[config.mk]
export PLATFORM = sky130hd
export DESIGN_NAME = uart_char_presenter
export DESIGN_NICKNAME = d
export VERILOG_FILES = /design/src/rtl/uart_pkg.sv /design/src/rtl/uart_rx_fifo.sv /design/src/rtl/uart_char_presenter.sv
export SDC_FILE = /design/constraint.sdc
export NUM_CORES = 1
export LEC_CHECK = 0
export ABC_CLOCK_PERIOD_IN_PS = 2000
export CAP_MARGIN = 10
export CORE_MARGIN = 2
export CORE_UTILIZATION = 35
export CTS_BUF_LIST = sky130_fd_sc_hd__clkbuf_8
export CTS_CLUSTER_SIZE = 25
export DETAILED_ROUTE_END_ITERATION = 6
export GPL_TIMING_DRIVEN = 1
export PLACE_DENSITY = 0.64
export SETUP_SLACK_MARGIN = 0.15
export SLEW_MARGIN = 10
export SYNTH_ARGS = -nofsm -noshare
export SYNTH_HDL_FRONTEND = slang
export SYNTH_SLANG_ARGS = --single-unit
[constraint.sdc]
create_clock -name clk -period 2 [get_ports clk]
set_input_delay 0.2 -clock clk [delete_from_list [all_inputs] [get_ports clk]]
set_output_delay 0.2 -clock clk [all_outputs]
set_load 0.1 [all_outputs]
[src/rtl/uart_pkg.sv]
// Shared character constants and presenter FSM encodings for the UART receive path.
// The comparator imports the same character constants.
package uart_pkg;

    localparam logic [7:0] CHAR_IDLE  = 8'h00;
    localparam logic [7:0] CHAR_LOSE  = 8'h4C;
    localparam logic [7:0] CHAR_READY = 8'h52;

    localparam logic [1:0] ST_IDLE = 2'd0;
    localparam logic [1:0] ST_HOLD = 2'd1;
    localparam logic [1:0] ST_GAP  = 2'd2;

    function automatic int max_int(input int a, input int b);
        return (a > b) ? a : b;
    endfunction

endpackage

[src/rtl/uart_rx_fifo.sv]
// Small byte FIFO between the UART receiver and the presenter.
// A push while full is accepted only when a pop happens at the same edge.
module uart_rx_fifo
    import uart_pkg::*;
#(
    parameter int DEPTH = 4,
    parameter int WIDTH = 8
) (
    input  logic             clk,
    input  logic             rst,
    input  logic             push,
    input  logic             pop,
    input  logic [WIDTH-1:0] din,
    output logic [WIDTH-1:0] dout,
    output logic             full,
    output logic             empty
);

    localparam int PTR_W = $clog2(DEPTH);
    localparam int CNT_W = PTR_W + 1;

    logic [WIDTH-1:0] mem [DEPTH];
    logic [PTR_W-1:0] wr_ptr;
    logic [PTR_W-1:0] rd_ptr;
    logic [CNT_W-1:0] count;
    logic [CNT_W-1:0] count_next;
    logic             push_ok;
    logic             pop_ok;

    assign pop_ok  = pop && !empty;
    assign push_ok = push && (!full || pop_ok);
    assign dout    = mem[rd_ptr];

    always_comb begin
        count_next = count;
        if (push_ok && !pop_ok) begin
            count_next = count + CNT_W'(1);
        end else if (!push_ok && pop_ok) begin
            count_next = count - CNT_W'(1);
        end
    end

    // full/empty are registered copies of the post-edge count
    always_ff @(posedge clk or posedge rst) begin
        if (rst) begin
            wr_ptr <= '0;
            rd_ptr <= '0;
            count  <= '0;
            full   <= 1'b0;
            empty  <= 1'b1;
        end else begin
            if (push_ok) begin
                wr_ptr <= wr_ptr + PTR_W'(1);
            end
            if (pop_ok) begin
                rd_ptr <= rd_ptr + PTR_W'(1);
            end
            count <= count_next;
            empty <= (count_next == '0);
            full  <= (count_next == CNT_W'(DEPTH));
        end
    end

    always_ff @(posedge clk) begin
        if (push_ok) begin
            mem[wr_ptr] <= din;
        end
    end

endmodule

[src/rtl/uart_char_presenter.sv]
// Presents each buffered UART byte on curr_char for HOLD_CYCLES clocks followed by
// GAP_CYCLES clocks of the idle character, so downstream sees every byte exactly once.
module uart_char_presenter
    import uart_pkg::*;
#(
    parameter int DEPTH       = 4,
    parameter int HOLD_CYCLES = 1,
    parameter int GAP_CYCLES  = 2
) (
    input  logic       clk,
    input  logic       rst,
    input  logic [7:0] rx_data,
    input  logic       rx_done,
    output logic [7:0] curr_char,
    output logic       char_valid,
    output logic       fifo_empty,
    output logic       overflow
);

    localparam int CNT_W = $clog2(max_int(HOLD_CYCLES, GAP_CYCLES) + 1);
    localparam logic [CNT_W-1:0] HOLD_LOAD = CNT_W'(HOLD_CYCLES - 1);
    localparam logic [CNT_W-1:0] GAP_LOAD  = CNT_W'(GAP_CYCLES - 1);

    logic [1:0]       state;
    logic [CNT_W-1:0] cnt;
    logic             pop;
    logic             full;
    logic [7:0]       head;

    uart_rx_fifo #(
        .DEPTH (DEPTH),
        .WIDTH (8)
    ) u_fifo (
        .clk   (clk),
        .rst   (rst),
        .push  (rx_done),
        .pop   (pop),
        .din   (rx_data),
        .dout  (head),
        .full  (full),
        .empty (fifo_empty)
    );

    always_comb begin
        pop = 1'b0;
        case (state)
            ST_IDLE: pop = !fifo_empty;
            ST_GAP:  pop = (cnt == '0) && !fifo_empty;
            default: pop = 1'b0;
        endcase
    end

    always_ff @(posedge clk or posedge rst) begin
        if (rst) begin
            state      <= ST_IDLE;
            cnt        <= '0;
            curr_char  <= CHAR_IDLE;
            char_valid <= 1'b0;
            overflow   <= 1'b0;
        end else begin
            if (rx_done && full && !pop) begin
                overflow <= 1'b1;
            end
            case (state)
                ST_IDLE: begin
                    if (pop) begin
                        state      <= ST_HOLD;
                        curr_char  <= head;
                        char_valid <= 1'b1;
                        cnt        <= HOLD_LOAD;
                    end
                end
                ST_HOLD: begin
                    if (cnt == '0) begin
                        state      <= ST_GAP;
                        curr_char  <= CHAR_IDLE;
                        char_valid <= 1'b0;
                        cnt        <= GAP_LOAD;
                    end else begin
                        cnt <= cnt - CNT_W'(1);
                    end
                end
                ST_GAP: begin
                    if (cnt == '0) begin
                        if (pop) begin
                            state      <= ST_HOLD;
                            curr_char  <= head;
                            char_valid <= 1'b1;
                            cnt        <= HOLD_LOAD;
                        end else begin
                            state <= ST_IDLE;
                        end
                    end else begin
                        cnt <= cnt - CNT_W'(1);
                    end
                end
                default: begin
                    state      <= ST_IDLE;
                    curr_char  <= CHAR_IDLE;
                    char_valid <= 1'b0;
                    cnt        <= '0;
                end
            endcase
        end
    end

endmodule

Yosys cells after proc, flatten, opt, wreduce, memory -nomap -nowiden
Memories as Yosys holds them, arrays and structs flattened.
Cells that the tools add are included.
{"block": "classes", "eq_ne": 6, "addsub": 5, "n_reduce_logical": 18, "mux": 22}
{"cell": "8-bit 2-to-1 mux", "n": 3}
{"cell": "8-bit one-hot mux with 3 select lines", "n": 1}
{"cell": "2-bit 2-to-1 mux", "n": 6}
{"cell": "2-bit one-hot mux with 3 select lines", "n": 2}
{"cell": "1-bit logical AND", "n": 7}
{"cell": "1-bit 2-to-1 mux", "n": 6}
{"cell": "3-bit 2-to-1 mux", "n": 2}
{"cell": "2-bit inequality test, second input constant", "n": 3}
{"cell": "1-bit zero test", "n": 5}
{"cell": "2-bit by 1-bit adder with 2-bit output, second input constant", "n": 2}
{"cell": "2-bit zero test", "n": 2}
{"cell": "3-bit by 1-bit adder with 3-bit output, second input constant", "n": 1}
{"cell": "3-bit equality test, second input constant", "n": 1}
{"cell": "3-bit zero test", "n": 1}
{"cell": "1-bit one-hot mux with 3 select lines", "n": 1}
{"cell": "3-bit AND reduction", "n": 1}
{"cell": "3-bit by 1-bit subtractor with 3-bit output, second input constant", "n": 1}
{"cell": "2-bit by 1-bit equality test with 1-bit output, second input constant", "n": 1}
{"cell": "2-bit equality test, second input constant", "n": 1}
{"cell": "1-bit one-hot mux with 2 select lines", "n": 1}
{"cell": "2-bit AND reduction", "n": 1}
{"cell": "2-bit by 1-bit subtractor with 2-bit output, second input constant", "n": 1}
{"cell": "1-bit logical OR", "n": 1}
{"block": "word_totals", "mem_bits_rw": 32, "n_memories": 1, "input_bits": 11, "output_inout_bits": 11, "word_cells": 62, "regBits": 23}
{"memory": "u_fifo.mem", "depth": 4, "width": 8, "read_ports": 1, "rd_ports_with_merged_regs": 0, "wr": 1, "line": "uart_rx_fifo.sv:22", "rtl": "logic [WIDTH-1:0] mem [DEPTH];"}

Longest topological paths before layout
{"block": "logic_depth", "ltp_word": 11, "ltp_mapped": 6, "mapped_depth_nobuf": 6}

Hierarchy
Synthesis repeated with hierarchy kept, for this count alone.
{"block": "unflattened", "cells_unflattened": 172, "hier_area_um2": 2488.6}
{"mod": "uart_rx_fifo", "instances": 1, "cells_each": 88, "area_per_inst_um2": 1681.6}
{"mod": "uart_char_presenter", "instances": 1, "cells_each": 84, "area_per_inst_um2": 807.0}

Least setup slack after synthesis
No wires, ideal clock.
{"block": "synth_timing", "path_type": "reg2reg", "start": "register u_fifo.empty", "end": "register u_fifo.full", "path_buffers": 0, "slack_ns": 0.133, "path_stages_with_launch": 5, "setup_ns": 0.073, "t_required_ns": 1.927, "arrival_time_ns": 1.794, "path_cell_list": "dfstp_2 nor2_2 a211o_1 a221oi_4 a21boi_2"}
{"block": "synth_between", "elab_chain_len": 11, "elab_cells_between_ends": 13}
{"item": "start, declared", "line": "uart_rx_fifo.sv:16", "rtl": "output logic empty"}
{"item": "start signal, assigned", "line": "uart_rx_fifo.sv:59", "rtl": "empty <= (count_next == '0);"}
{"item": "1-bit zero test (*)", "line": "uart_rx_fifo.sv:30, uart_char_presenter.sv:47, uart_char_presenter.sv:48"}
{"item": "1-bit logical AND", "line": "uart_char_presenter.sv:48", "rtl": "ST_GAP: pop = (cnt == '0) && !fifo_empty;"}
{"item": "1-bit one-hot mux with 2 select lines", "line": "uart_char_presenter.sv:46", "rtl": "case (state)"}
{"item": "1-bit logical AND (*)", "line": "uart_rx_fifo.sv:30", "rtl": "assign pop_ok = pop && !empty;"}
{"item": "1-bit logical OR", "line": "uart_rx_fifo.sv:31", "rtl": "assign push_ok = push && (!full || pop_ok);"}
{"item": "1-bit logical AND", "line": "uart_rx_fifo.sv:31"}
{"item": "1-bit zero test", "line": "uart_rx_fifo.sv:38", "rtl": "end else if (!push_ok && pop_ok) begin"}
{"item": "1-bit logical AND", "line": "uart_rx_fifo.sv:38"}
{"item": "3-bit 2-to-1 mux", "line": "uart_rx_fifo.sv:38"}
{"item": "3-bit 2-to-1 mux (*)", "line": "uart_rx_fifo.sv:36", "rtl": "if (push_ok && !pop_ok) begin"}
{"item": "named net u_fifo.count_next[2]", "line": "uart_rx_fifo.sv:26", "rtl": "logic [CNT_W-1:0] count_next;"}
{"item": "3-bit equality test (*)", "line": "uart_rx_fifo.sv:60", "rtl": "full <= (count_next == CNT_W'(DEPTH));"}
{"item": "end signal, assigned", "line": "uart_rx_fifo.sv:60"}
{"item": "end, declared", "line": "uart_rx_fifo.sv:15", "rtl": "output logic full,"}
Mark *: on every way through the listed nets, which the timed path passes. The rest lies on a longest branch.
A chain may end at the register's enable or synchronous reset.

Worst setup path in the final report
{"block": "layout_timing", "start": "register u_fifo.empty", "end": "memory u_fifo.mem[1][7] (enable)"}
{"block": "layout_between", "elab_chain_len": 8}
{"item": "1-bit zero test (*)", "line": "uart_rx_fifo.sv:30, uart_char_presenter.sv:47, uart_char_presenter.sv:48"}
{"item": "1-bit logical AND", "line": "uart_char_presenter.sv:48"}
{"item": "1-bit one-hot mux with 2 select lines", "line": "uart_char_presenter.sv:46"}
{"item": "1-bit logical AND (*)", "line": "uart_rx_fifo.sv:30"}
{"item": "1-bit logical OR (*)", "line": "uart_rx_fifo.sv:31"}
{"item": "1-bit logical AND (*)", "line": "uart_rx_fifo.sv:31"}
{"item": "1-bit 2-to-1 mux (*)", "line": "uart_rx_fifo.sv:65", "rtl": "if (push_ok) begin"}
{"item": "1-bit 2-to-1 mux (implied by the code) (*)", "line": "uart_rx_fifo.sv:66", "rtl": "mem[wr_ptr] <= din;"}
{"item": "end, declared", "line": "uart_rx_fifo.sv:22"}
Mark *: on every way between the ends. The rest lies on a longest branch, timed or not.

==> run_results.csv <==
group,metric,value,unit
global_routing,antenna_found_initial,0,
worst_setup_path,crit_slowest_cell,"dfstp_4",
floorplan,die_area,0.00738,mm²
worst_setup_path,crit_path_end_kind,"flip-flop",
cts,cts_setup_buffers,0,
synthesis,synthesis.area,0.00235,mm²
placement,portBuffers,21,
global_routing,grt_first_pass_wirelength,6350,µm
worst_setup_path,cp.arrival,1.75,ns
worst_setup_path,path_cells,"nor2_2 -> nand2_1 -> a21oi_2 -> and2_2",
synthesis,synthTopCellsByCount,"32 x edfxtp_1, 22 x dfrtp_1, 9 x inv_1",
route,num_vias,1297,
synthesis,netlist.area_leader.share,40.9,%
placement,dp.final_hpwl,2780,µm
timing,worst_pin_slew,0.540,ns
route,wl_per_cell,14.6,µm
global_routing,met1_usage,15.7,%
cts,holdBufCountCts,0,
timing,drv_slew,0,
cells_and_area,area_growth_syn_to_layout,17.2,%
synthesis,yosysMostFrequentCell,"edfxtp_1",
global_routing,grt_busiest_layer,"met2",
synthesis,synth_cells,153,
worst_setup_path,crit_type,"flip-flop to flip-flop",
synthesis,synth-edff-count,32,
worst_setup_path,cp_top_family,"simple AND/OR/NAND/NOR gates",
run_status,status,"complete, no violations",
cts,numCtsBuffers,5,
synthesis,ys.flop_type,"edfxtp_1",
cts,root_buffer,"clkbuf_8",
worst_setup_path,critPathMaxStageDelay,0.52,ns
cts,clkLatencyLatePin,0.31,ns
worst_setup_path,cp_max_fo,8,
synthesis,ys_top_cells_by_area,"edfxtp_1 41%, dfrtp_1 23%, mux4_2 7.7%, ha_1 3.2%, a22o_1 3.0%",
synthesis,yosysWarningCount,0,
global_routing,grt_use_met3,2.60,%
cells_and_area,nets,198,
route,ant_nets,0,
worst_setup_path,path_buf_inv,0,
route,first_iter_violations,119,
cells_and_area,regArea,0.00154,mm²
pwr,p_leak,1.05,nW
cts,htreeDepth,2,
hold_path,hold_class,"input port to async pin",
synthesis,post-synth-top-area-cell,"edfxtp_1",
global_routing,grt_pass1_vias,1290,
synthesis,async_flop_share,41.8,%
pwr,irDropWorstVdd,0.000407,V
cells_and_area,antenna-diode-count,0,
route,drt-vias-per-instance,5.01,
cells_and_area,drive_gt1_share,25.8,%
floorplan,start_util,36.6,%
global_routing,grt_max_degree,24,
cells_and_area,multi_input_comb_area,738,µm²
timing,fin_crit,1.73,ns
floorplan,dieHeight,85.9,µm
synthesis,synth-seq-cells,55,
timing,fin_skew,0.00339,ns
worst_setup_path,r2r_slack,0.27,ns
pwr,p_per_area,1660,mW/mm²
floorplan,die_w,85.9,µm
timing,fin_hold_ws,0.216,ns
timing,tns,0,ns
route,drt-pass1-iter-count,4,
route,finalWirelength,3790,µm
synthesis,syn_avg_cell_area,15.4,µm²
cts,clock_path_buffers,2,
worst_setup_path,critPathLaunchType,"flip-flop",
flow_run,maxCapViolations,0,
timing,max_freq,577,MHz
worst_setup_path,required,2.01,ns
placement,place_congestion,0.762,
floorplan,core_area,0.00642,mm²
cells_and_area,fill_cells,573,
timing,relSlewSlack,64.0,%
timing,fin_crit_sh,86.7,%
route,drc,0,
timing,rsz0062_at_grt,"true",
timing,setup_viol,0,
floorplan,row_count,29,
floorplan,ios,22,
global_routing,grt_overflow,0,
cts,cts.clk_slew.worst_paths,0.10,ns
cts,cts_tree,"done",
synthesis,syn_nets,170,
global_routing,use_met2,16.7,%
synthesis,ys_types,39,
cts,clock_sinks,55,
global_routing,grt_usage,11.3,%
synthesis,ys_seq_area_share,65.4,%
timing,final-hold-violation-count,0,
## repair_timing
item / CTS / global route
hold endpoints to repair: 0 / 0
endpoints found under the setup margin: 16 / 22
resized for setup: 2 / 3
## per-stage QoR
step / total power (W) / util, % / cell area (µm²) / setup WS, ns / instances
final: 0.00457 / 42.9 / 2750 / 0.267 / 259
after global routing: 0.00486 / 42.9 / 2750 / 0.144 / 259
after CTS: 0.00461 / 42.8 / 2750 / 0.183 / 259
after detailed placement: 0.00396 / 41.3 / 2650 / 0.0227 / 251
after global placement: 0.00395 / 41.3 / 2650 / 0.0592 / 251
after floorplan: 0.00350 / - / 2350 / 0.161 / 153
## worst register-to-register path: stages, from the launching register on
cell	delay (ns)
dfstp_4	0.52
nor2_2	0.24
nand2_1	0.14
a21oi_2	0.24
and2_2	0.31
## cell usage in the layout, fill, tap and decap left out, types with 7 or more instances in the layout
cell,instances
inv_1,9
a21oi_1,7
edfxtp_1,32
clkdlybuf4s50_1,10
buf_4,17
nand2_1,8
dfrtp_1,22
a22o_1,8
mux4_2,8
## state kept, by name (all words and copies together), names as in the netlist
| name | cells |
|---|---|
| u_fifo.count | 3 |
| cnt | 2 |
| overflow | 1 |
| u_fifo.empty | 1 |
| u_fifo.full | 1 |
| curr_char | 8 |
| u_fifo.mem | 32 |
| state | 2 |
| u_fifo.rd_ptr | 2 |
| u_fifo.wr_ptr | 2 |
| char_valid | 1 |
## layout make-up
class | instances | area share [%]
timing repair buffer | 28 | 9.00
tap | 77 | 3.50
inverter | 9 | 1.23
clock inverter | 3 | 1.00
sequential | 55 | 56.0
clock buffer | 5 | 2.50
multi-input combinational | 82 | 26.8
## power by group
part           total (W)  leakage, nW  internal (W)  switching, W
clock network   0.000636       0.0467      0.000260      0.000376
logic            0.00211        0.431      0.000798       0.00131
registers        0.00182        0.574       0.00156      0.000267
total            0.00457         1.05       0.00262       0.00195
## cell families (layout without fill, tap and decap cells)
| group | after synthesis | count (layout) | share of synthesized area [%] |
|---|---|---|---|
| AOI/OAI and AO/OA | 32 | 32 | 11.3 |
| xor gates and xnor gates | 4 | 4 | 1.49 |
| adders and majority gates | 6 | 6 | 3.19 |
| buffers and inverters | 16 | 45 | 3.41 |
| DFF | 55 | 55 | 65.4 |
| muxes | 9 | 9 | 8.15 |
| and+or+nand+nor | 31 | 31 | 6.98 |
## metal layers
layer	part of all wire [%]	wire length (µm)	vias to the layer above
li1	-	-	626
met1	47	1780	638
met2	47	1770	27
met3	4.1	157	6
met4	2.1	80	0
met5	0	0	-
## final timing paths
| path | start | cells past startpoint | to |
|---|---|---|---|
| setup / recovery | u_fifo.empty | 4 | u_fifo.mem[1][7] |
| hold / removal | rst | 3 | curr_char[5] |
| setup reg to reg | u_fifo.empty | 4 | u_fifo.mem[1][7] |
| hold reg to reg | overflow | 1 | overflow |
| max in group asynchronous | rst | 3 | u_fifo.empty |
| min in group clk | overflow | 1 | overflow |
Note: power is estimated with default switching activity, not from simulation.
